File: src/rtl/mat_mult_pkg.sv
// Shared types and helpers for the sequential NxN matrix multiplier.
// Packing puts element [0][0] in the MSBs; the accumulator is sized so no MAC sequence can overflow.
package mat_mult_pkg;

  typedef enum logic [1:0] {
    IDLE = 2'd0,
    RUN  = 2'd1,
    DONE = 2'd2
  } state_t;

  function automatic int acc_width(input int n, input int ew);
    return 2 * ew + $clog2(n) + 1;
  endfunction

  // LSB position of element [row][col] in a row-major vector of w-bit elements
  function automatic int elem_lsb(input int n, input int w, input int row, input int col);
    return (n * n - 1 - (row * n + col)) * w;
  endfunction

endpackage

File: src/rtl/mat_mac.sv
// One multiply-add step: sum = acc + a*b, operands sign- or zero-extended to the accumulator width.
// Purely combinational; no handshake, the parent sequences it.
module mat_mac #(
  parameter int EW = 8,
  parameter int AW = 18
) (
  input  logic [EW-1:0] a,
  input  logic [EW-1:0] b,
  input  logic          is_signed,
  input  logic [AW-1:0] acc,
  output logic [AW-1:0] sum
);

  logic [AW-1:0] a_ext;
  logic [AW-1:0] b_ext;
  logic [AW-1:0] prod;

  // Low AW bits of the product are exact in two's complement since AW > 2*EW
  assign a_ext = {{(AW-EW){is_signed & a[EW-1]}}, a};
  assign b_ext = {{(AW-EW){is_signed & b[EW-1]}}, b};
  assign prod  = a_ext * b_ext;
  assign sum   = acc + prod;

endmodule

File: src/rtl/mat_mult_seq.sv
// Sequential NxN matrix multiply, one MAC per cycle; output_valid rises N^3+1 cycles after accept.
// Operands accepted only in IDLE; Res and output_valid hold in DONE until output_ready.
module mat_mult_seq
  import mat_mult_pkg::*;
#(
  parameter int N   = 2,
  parameter int EW  = 8,
  parameter int RW  = 16,
  parameter int SAT = 1
) (
  input  logic              clock,
  input  logic              reset,
  input  logic              input_valid,
  output logic              input_ready,
  input  logic [N*N*EW-1:0] A,
  input  logic [N*N*EW-1:0] B,
  input  logic              is_signed,
  output logic              output_valid,
  input  logic              output_ready,
  output logic [N*N*RW-1:0] Res,
  output logic              busy
);

  localparam int AW = acc_width(N, EW);
  localparam int XW = ((AW > RW) ? AW : RW) + 1;
  localparam int IW = $clog2(N);
  localparam logic [IW-1:0] LAST = IW'(N - 1);

  state_t              state;
  logic [N*N*EW-1:0]   a_q;
  logic [N*N*EW-1:0]   b_q;
  logic                sgn_q;
  logic [AW-1:0]       acc;
  logic [AW-1:0]       mac_sum;
  logic [IW-1:0]       i;
  logic [IW-1:0]       j;
  logic [IW-1:0]       k;
  logic [EW-1:0]       a_el;
  logic [EW-1:0]       b_el;
  logic [N*N*RW-1:0]   res;

  assign a_el = a_q[elem_lsb(N, EW, int'(i), int'(k)) +: EW];
  assign b_el = b_q[elem_lsb(N, EW, int'(k), int'(j)) +: EW];
  assign Res  = res;

  mat_mac #(.EW(EW), .AW(AW)) u_mac (
    .a         (a_el),
    .b         (b_el),
    .is_signed (sgn_q),
    .acc       (acc),
    .sum       (mac_sum)
  );

  // Widen to XW so both signed and unsigned limits compare correctly as signed values
  function automatic logic [RW-1:0] clamp(input logic [AW-1:0] v, input logic sgn);
    logic signed [XW-1:0] x;
    logic signed [XW-1:0] hi;
    logic signed [XW-1:0] lo;
    x  = sgn ? {{(XW-AW){v[AW-1]}}, v} : {{(XW-AW){1'b0}}, v};
    hi = {{(XW-RW){1'b0}}, {RW{1'b1}}};
    lo = '0;
    if (sgn) begin
      hi = {{(XW-RW+1){1'b0}}, {(RW-1){1'b1}}};
      lo = ~hi;
    end
    if (SAT == 0) return x[RW-1:0];
    if (x > hi) return hi[RW-1:0];
    if (x < lo) return lo[RW-1:0];
    return x[RW-1:0];
  endfunction

  always_ff @(posedge clock) begin
    if (reset) begin
      state        <= IDLE;
      input_ready  <= 1'b1;
      output_valid <= 1'b0;
      busy         <= 1'b0;
      res          <= '0;
      a_q          <= '0;
      b_q          <= '0;
      sgn_q        <= 1'b0;
      acc          <= '0;
      i            <= '0;
      j            <= '0;
      k            <= '0;
    end else begin
      case (state)
        IDLE: begin
          if (input_valid) begin
            a_q         <= A;
            b_q         <= B;
            sgn_q       <= is_signed;
            acc         <= '0;
            i           <= '0;
            j           <= '0;
            k           <= '0;
            state       <= RUN;
            input_ready <= 1'b0;
            busy        <= 1'b1;
          end
        end
        RUN: begin
          if (k == LAST) begin
            res[elem_lsb(N, RW, int'(i), int'(j)) +: RW] <= clamp(mac_sum, sgn_q);
            acc <= '0;
            k   <= '0;
            if (j == LAST) begin
              j <= '0;
              if (i == LAST) begin
                i            <= '0;
                state        <= DONE;
                output_valid <= 1'b1;
              end else begin
                i <= i + 1'b1;
              end
            end else begin
              j <= j + 1'b1;
            end
          end else begin
            acc <= mac_sum;
            k   <= k + 1'b1;
          end
        end
        DONE: begin
          if (output_ready) begin
            state        <= IDLE;
            output_valid <= 1'b0;
            input_ready  <= 1'b1;
            busy         <= 1'b0;
          end
        end
        default: begin
          state        <= IDLE;
          output_valid <= 1'b0;
          input_ready  <= 1'b1;
          busy         <= 1'b0;
        end
      endcase
    end
  end

endmodule
File: config.mk
export PLATFORM = sky130hd
export DESIGN_NAME = mat_mult_seq
export DESIGN_NICKNAME = d
export VERILOG_FILES = /design/src/rtl/mat_mult_pkg.sv /design/src/rtl/mat_mac.sv /design/src/rtl/mat_mult_seq.sv
export SDC_FILE = /design/constraint.sdc
export NUM_CORES = 1
export LEC_CHECK = 0
export BUFFER_PORTS_ARGS = -buffer_cell sky130_fd_sc_hd__buf_4
export CAP_MARGIN = 20
export CORE_MARGIN = 5
export CORE_UTILIZATION = 45
export CTS_CLUSTER_DIAMETER = 150
export DETAILED_ROUTE_END_ITERATION = 7
export PLACE_DENSITY = 0.71
export SYNTH_ARGS = -nofsm -noshare
export SYNTH_HDL_FRONTEND = slang
export SYNTH_SLANG_ARGS = --single-unit
File: constraint.sdc
create_clock -name clock -period 8.5 [get_ports clock]
set_input_delay 1.7 -clock clock [delete_from_list [all_inputs] [get_ports clock]]
set_output_delay 1.7 -clock clock [all_outputs]
set_load 0.005 [all_outputs]
==> results of run 1 <==
[cell type report]
type | instances | area share
flip-flops and latches | 155 | 0.256
repair buffers | 155 | 0.0958
clock buffers | 17 | 0.0350
clock inverters | 15 | 0.0165
multi-input cells | 840 | 0.523
inverters | 145 | 0.0448
well taps | 285 | 0.0294
[cells in the mapped netlist, drive strengths merged (2+ instances only)]
cell type and n:
ha 58, a21o 6, nand4 4, xor2 6, o31ai 61, buf 3, nor3 18, nor4 5
or3 4, mux4 16, xnor2 12, inv 145, o211ai 4, o21ai 10, nand2b 7, o41ai 5
a31oi 3, o22ai 3, and2 37, a32oi 2, nor2b 3, and3 10, nor2 51, or2 2
nand3b 4, a311oi 3, nor3b 2, o31a 2, a22oi 10, dfxtp 155, clkbuf 67, a21oi 151
nand2 244, fa 84, nand3 4
[registers in the layout (all words and copies together) (netlist names)]
name	cells
Res	64
b_q	32
busy	1
a_q	32
state	2
acc	18
i	1
j	1
sgn_q	1
input_ready	1
output_valid	1
k	1
[worst max-delay path by stage]
stage,to,slack (ns),depth (start not counted)
floorplan,Res[31],0.63,28
global placement,Res[35],0.23,27
detailed placement,Res[35],0.16,27
CTS,Res[35],0.10,27
global route,Res[63],0.03,28
finish,Res[47],0.46,28
[layer usage]
| metal | up-vias | global-route usage | part of all wire |
|---|---|---|---|
| met5 | - | 0 | 0 |
| met3 | 26 | 0.0354 | 0.053 |
| li1 | 4210 | - | - |
| met2 | 242 | 0.332 | 0.49 |
| met1 | 4174 | 0.277 | 0.44 |
| met4 | 0 | 0.0544 | 0.015 |
[cell families (layout without fill, tap and decap cells)]
kind of cell | Yosys count | in the layout | synth area share
and+or+nand+nor | 397 | 397 | 0.170
AOI/OAI and AO/OA | 267 | 267 | 0.160
buffers and inverters | 215 | 332 | 0.0791
DFF | 155 | 155 | 0.304
adders and majority gates | 142 | 142 | 0.236
xor gates and xnor gates | 18 | 18 | 0.0155
muxes | 16 | 16 | 0.0353
[through the flow]
stage | util | total power [mW]
detailed placement | 0.511 | 1.07
global placement | 0.511 | 1.07
floorplan | - | 0.968
global route | 0.540 | 1.95
CTS | 0.539 | 1.88
finish | 0.540 | 1.87
[timing repair]
action | CTS | global route
hold buffers | 0 | 0
endpoints found under the setup margin | 0 | 64
resized for setup | 0 | 5
[power by group]
part / leakage [nW] / switching [mW] / internal (mW)
clock network: 0.300 / 0.339 / 0.474
logic: 4.14 / 0.185 / 0.106
registers: 1.26 / 0.0170 / 0.750
total: 5.70 / 0.542 / 1.33
[tightest hold or removal path: stages (launching register included)]
cell	delay, ns
sky130_fd_sc_hd__dfxtp_1	0.31
sky130_fd_sc_hd__nand2_1	0.05
sky130_fd_sc_hd__a21oi_1	0.05
[layout by cell type (no fill, tap or decap), drive strengths merged, types with 16 or more instances in the layout]
master  count
clkbuf     17
nand2     244
o31ai      61
ha         58
inv       153
nor3       18
a21oi     151
buf       155
nor2       51
mux4       16
and2       37
dfxtp     155
fa         84
==> tab_implementation.tex, run 1 <==
\begin{tabular}{lr}
\hline
Metric & Value \\
\hline
\multicolumn{2}{l}{\textbf{STA}} \\
Aggregate negative setup slack & 0 ns \\
Min cycle time layout & 8.04 ns \\
Normalized max-slew margin & 0.278 \\
Maximum clock frequency & 124 MHz \\
Transition at the pin with the smallest max-transition slack & 1.08 ns \\
Number of pins exceeding their max-slew limit in the final report & 0 \\
Final Hold Slack & 0.454 ns \\
Final clock period utilization by the worst path & 0.946 \\
Number of hold violations in the final report & 0 \\
RSZ-0062 raised after global routing & no \\
Post-route worst setup slack & 0.456 ns \\
Final setup skew & 0.0139 ns \\
Count of endpoints failing setup in the final report & 0 \\
\multicolumn{2}{l}{\textbf{Clock network}} \\
CTS Buffer Depth & 2 \\
Insertion delay of the later-clocked pin in the worst-skew pair & 0.43 ns \\
Clock Sink Count & 155 \\
Number of CTS-inserted buffers & 17 \\
CTS H-Tree Depth & 4 \\
Setup Fix Bufs, Post-CTS & 0 \\
Clock-pin slew reported for the worst setup and hold paths after clock tree synthesis & 0.06 ns \\
Clock root buffer & sky130\_fd\_sc\_hd\_\_clkbuf\_16 \\
CTS tree & yes \\
\multicolumn{2}{l}{\textbf{Place}} \\
Number of placed instances with taps included & 1580 \\
Total placed instance area & 11500 sq um \\
Placer Congestion & 0.884 \\
Port Buf Inserts & 135 \\
Pre-CTS setup slack & 0.159 ns \\
Total half-perimeter wirelength after legalization and detailed placement & 19600 um \\
\multicolumn{2}{l}{\textbf{Synthesis}} \\
Yosys reg bits & 155 \\
Main synth FF type & sky130\_fd\_sc\_hd\_\_dfxtp\_1 \\
Synth Area per Inst & 8.43 sq um \\
Most area-hungry cell type in the Yosys netlist & sky130\_fd\_sc\_hd\_\_dfxtp\_1 \\
Area of the mapped netlist & 10200 sq um \\
Synthesized instance count & 1210 \\
Post-synth EDFFs & 0 \\
Warnings from Yosys & 0 \\
Biggest area contributors in the synthesized netlist & sky130\_fd\_sc\_hd\_\_dfxtp\_1, sky130\_fd\_sc\_hd\_\_fa\_1, sky130\_fd\_sc\_hd\_\_nand2\_1, sky130\_fd\_sc\_hd\_\_a21oi\_1, sky130\_fd\_sc\_hd\_\_ha\_1 \\
Mapped Nets & 1421 \\
Sequential area share after synthesis & 0.304 \\
Distinct cell type count after synthesis & 45 \\
Fraction of synthesized cell area taken by the top area cell type & 0.304 \\
Ys async rst share & 0 \\
\multicolumn{2}{l}{\textbf{Drt}} \\
Number of vias after detailed routing & 8652 \\
First-pass DRT Iterations & 5 \\
Drt drc & 0 \\
Via density & 5.37 \\
Wire length per cell & 16.4 um \\
Wirelength, routed & 26400 um \\
Antenna-violating nets left & 0 \\
Initial DRC count & 671 \\
\multicolumn{2}{l}{\textbf{Job}} \\
Maximum capacitance violations & 0 \\
\multicolumn{2}{l}{\textbf{Worst setup path}} \\
Source of the critical timing path & k \\
R2R depth & 28 \\
Startpoint type of the worst setup path & flop \\
Data required time at the worst endpoint & 8.77 ns \\
Reg2reg end & Res[47] \\
Worst r2r src & k \\
Highest-delay cell along the critical path & sky130\_fd\_sc\_hd\_\_mux4\_2 \\
Crit path max fanout & 12 \\
Max stage delay on crit path & 0.69 ns \\
Reg-to-reg slack, setup & 0.46 ns \\
Total buffers and inverters traversed by the critical path & 6 \\
Cell family with most CP delay & adder cells \\
Category of the critical setup timing path & reg -> reg \\
CP endpoint kind & flop \\
CP arrival & 8.31 ns \\
\multicolumn{2}{l}{\textbf{Power}} \\
Reported leakage power & 5.70 nW \\
Worst vdd ir & 0.136 mV \\
PD cells & 154 nW/um\^{}2 \\
\multicolumn{2}{l}{\textbf{Global routing}} \\
Number of global-route vias before repair & 8512 \\
Remaining global-route overflow & 0 \\
Global-route usage over all layers & 0.202 \\
Pin count of the biggest net entering global routing & 98 \\
Global-route wire length before repair & 42900 um \\
Initial antenna violation count & 0 \\
\multicolumn{2}{l}{\textbf{Floorplan}} \\
Total number of placement rows & 55 \\
Die footprint & 25800 sq um \\
Core ar. & 22500 sq um \\
Die Span Y & 161 um \\
Initial Utilization & 0.453 \\
Die outline width & 161 um \\
IO Count & 136 \\
\multicolumn{2}{l}{\textbf{Hold path}} \\
Depth of the worst hold-timing path & 2 \\
Type of the worst min-delay path & reg -> reg \\
Hold Path Origin & Res[49] \\
Hold Path End & Res[49] \\
\multicolumn{2}{l}{\textbf{Status}} \\
Outcome & finished clean \\
\multicolumn{2}{l}{\textbf{Layout}} \\
Count of antenna diodes in the layout & 0 \\
Fill cell count & 2016 \\
Fraction of layout instances using a drive strength above 1 & 0.163 \\
Signed area change from the synthesized netlist to the final layout & 19.0\% \\
Area of combinational cells with multiple inputs & 6350 sq um \\
Finished Layout Cells & 1612 \\
Final net count & 1525 \\
Finished Cell Area & 12100 sq um \\
Total area of sequential cells & 3110 sq um \\
\hline
\end{tabular}
Power figures use the tool's default switching activity.
==> inputs of run 2 (changes only) <==
==> constraint.sdc (replaced) <==
create_clock -name clock -period 8.5 [get_ports clock]
set_input_delay 0 -clock clock [delete_from_list [all_inputs] [get_ports clock]]
set_output_delay 0 -clock clock [all_outputs]
set_load 0.005 [all_outputs]
==> tab_implementation.tex, run 2 (synthesized netlist as in run 1, its figures left out) <==
\begin{tabular}{lr}
\hline
Metric & Value \\
\hline
\multicolumn{2}{l}{\textbf{Global routing}} \\
Remaining global-route overflow & 0 (unchanged) \\
Initial antenna violation count & 0 (unchanged) \\
Pin count of the biggest net entering global routing & 98 (unchanged) \\
Global-route wire length before repair & 44900 um (was 42900 um) \\
Number of global-route vias before repair & 9048 (was 8512) \\
Global-route usage over all layers & 0.212 (was 0.202) \\
\multicolumn{2}{l}{\textbf{STA}} \\
Post-route worst setup slack & 0.467 ns (was 0.456 ns) \\
Aggregate negative setup slack & 0 ns (unchanged) \\
Count of endpoints failing setup in the final report & 0 (unchanged) \\
Final Hold Slack & 0.0724 ns (was 0.454 ns) \\
Number of hold violations in the final report & 0 (unchanged) \\
Transition at the pin with the smallest max-transition slack & 1.08 ns (about the same) \\
Number of pins exceeding their max-slew limit in the final report & 0 (unchanged) \\
Final setup skew & 0.0150 ns (was 0.0139 ns) \\
Normalized max-slew margin & 0.276 (was 0.278) \\
Final clock period utilization by the worst path & 0.945 (was 0.946) \\
Min cycle time layout & 8.03 ns (was 8.04 ns) \\
Maximum clock frequency & 124 MHz (about the same) \\
RSZ-0062 raised after global routing & no (unchanged) \\
\multicolumn{2}{l}{\textbf{Clock network}} \\
CTS Buffer Depth & 2 (unchanged) \\
Clock root buffer & sky130\_fd\_sc\_hd\_\_clkbuf\_16 (unchanged) \\
CTS tree & yes (unchanged) \\
Setup Fix Bufs, Post-CTS & 0 (unchanged) \\
CTS H-Tree Depth & 4 (unchanged) \\
Insertion delay of the later-clocked pin in the worst-skew pair & 0.43 ns (about the same) \\
Clock-pin slew reported for the worst setup and hold paths after clock tree synthesis & 0.07 ns (was 0.06 ns) \\
Number of CTS-inserted buffers & 17 (unchanged) \\
Clock Sink Count & 155 (unchanged) \\
\multicolumn{2}{l}{\textbf{Place}} \\
Total placed instance area & 11500 sq um (unchanged) \\
Port Buf Inserts & 135 (unchanged) \\
Pre-CTS setup slack & 0.159 ns (unchanged) \\
Total half-perimeter wirelength after legalization and detailed placement & 19600 um (unchanged) \\
Placer Congestion & 0.884 (unchanged) \\
\multicolumn{2}{l}{\textbf{Drt}} \\
Number of vias after detailed routing & 8954 (was 8652) \\
Via density & 5.34 (was 5.37) \\
Initial DRC count & 696 (was 671) \\
Wirelength, routed & 27800 um (was 26400 um) \\
Antenna-violating nets left & 0 (unchanged) \\
Wire length per cell & 16.5 um (was 16.4 um) \\
First-pass DRT Iterations & 5 (unchanged) \\
Drt drc & 0 (unchanged) \\
\multicolumn{2}{l}{\textbf{Floorplan}} \\
Die Span Y & 161 um (unchanged) \\
Initial Utilization & 0.453 (unchanged) \\
Die outline width & 161 um (unchanged) \\
Total number of placement rows & 55 (unchanged) \\
Die footprint & 25800 sq um (unchanged) \\
Core ar. & 22500 sq um (unchanged) \\
IO Count & 136 (unchanged) \\
\multicolumn{2}{l}{\textbf{Layout}} \\
Count of antenna diodes in the layout & 0 (unchanged) \\
End-of-flow core utilization & 0.569 (was 0.540) \\
Most frequent cells in the layout & sky130\_fd\_sc\_hd\_\_nand2\_1, sky130\_fd\_sc\_hd\_\_buf\_4, sky130\_fd\_sc\_hd\_\_dfxtp\_1 (unchanged) \\
Area of combinational cells with multiple inputs & 6350 sq um (unchanged) \\
Flip-flop count of the largest register after layout & 64 (unchanged) \\
Total area of sequential cells & 3110 sq um (unchanged) \\
Fill cell count & 1894 (was 2016) \\
Signed area change from the synthesized netlist to the final layout & 25.5\% (was 19.0\%) \\
Final net count & 1591 (was 1525) \\
Finished Cell Area & 12800 sq um (was 12100 sq um) \\
Fraction of layout instances using a drive strength above 1 & 0.155 (was 0.163) \\
Commonest non-fill, non-tap cell in the layout & sky130\_fd\_sc\_hd\_\_nand2\_1 (unchanged) \\
\multicolumn{2}{l}{\textbf{Hold path}} \\
Type of the worst min-delay path & in -> reg (was reg -> reg) \\
\multicolumn{2}{l}{\textbf{Worst setup path}} \\
CP arrival & 8.35 ns (was 8.31 ns) \\
Max stage delay on crit path & 0.69 ns (about the same) \\
CP endpoint kind & flop (unchanged) \\
Crit path max fanout & 12 (unchanged) \\
Total buffers and inverters traversed by the critical path & 6 (unchanged) \\
Cell family with most CP delay & adder cells (unchanged) \\
Data required time at the worst endpoint & 8.82 ns (was 8.77 ns) \\
Highest-delay cell along the critical path & sky130\_fd\_sc\_hd\_\_mux4\_2 (unchanged) \\
Category of the critical setup timing path & reg -> reg (unchanged) \\
Startpoint type of the worst setup path & flop (unchanged) \\
\multicolumn{2}{l}{\textbf{Job}} \\
Maximum capacitance violations & 0 (unchanged) \\
\multicolumn{2}{l}{\textbf{Power}} \\
PD cells & 148 nW/um\^{}2 (was 154 nW/um\^{}2) \\
Worst vdd ir & 0.137 mV (was 0.136 mV) \\
Reported leakage power & 5.98 nW (was 5.70 nW) \\
\multicolumn{2}{l}{\textbf{Status}} \\
Outcome & finished clean (unchanged) \\
\hline
\end{tabular}
run 2: cell types whose count changed in the layout (fill, tap and decap cells not counted):
cell,previous run,this run
sky130_fd_sc_hd__dlygate4sd3_1,0,66
run 2: area by class of cell:
| type | count | share of cell area |
|---|---|---|
| flip-flops and latches | 155 | 0.243 |
| clock buffers | 17 | 0.0332 |
| clock inverters | 15 | 0.0156 |
| repair buffers | 221 | 0.142 |
| multi-input cells | 840 | 0.496 |
| well taps | 285 | 0.0278 |
| inverters | 145 | 0.0425 |
run 2: power breakdown:
part	switching, mW	internal (mW)	total (mW)
clock network	0.342	0.474	0.816
logic	0.192	0.125	0.317
registers	0.0173	0.750	0.767
run 2: stage by stage:
step                      power [mW]  std cells
after floorplan                0.968       1210
after global placement          1.07       1579
after detailed placement        1.07       1580
after CTS                       1.90       1678
after global routing            1.98       1678
final                           1.90       1678
run 2: per-layer routing:
| metal | global-route usage | part of all wire | vias up |
|---|---|---|---|
| met5 | 0 | 0 | - |
| met4 | 0.0622 | 0.018 | 0 |
| met3 | 0.0370 | 0.058 | 36 |
| met2 | 0.358 | 0.50 | 270 |
| met1 | 0.280 | 0.43 | 4310 |
| li1 | - | - | 4338 |
run 2: worst min-delay path: cells and delay by family:
family	cells	cell delay (ns)
compound gates	2	0.24
simple gates	1	0.12
buf+inv	1	0.09
run 2: path summary, 6_finish.rpt:
kind	from	to	slack (ns)	cells after the start
setup / recovery	k	Res[47]	0.47	28
setup reg to reg	k	Res[47]	0.47	28
hold / removal	input_valid	input_ready	0.07	4
hold reg to reg	Res[49]	Res[49]	0.45	2
run 2: what timing repair did:
item	4_1_cts	5_1_grt
resized for setup	0	5
hold buffers	66	0
endpoints found under the hold margin	69	0
setup endpoints to repair	0	64
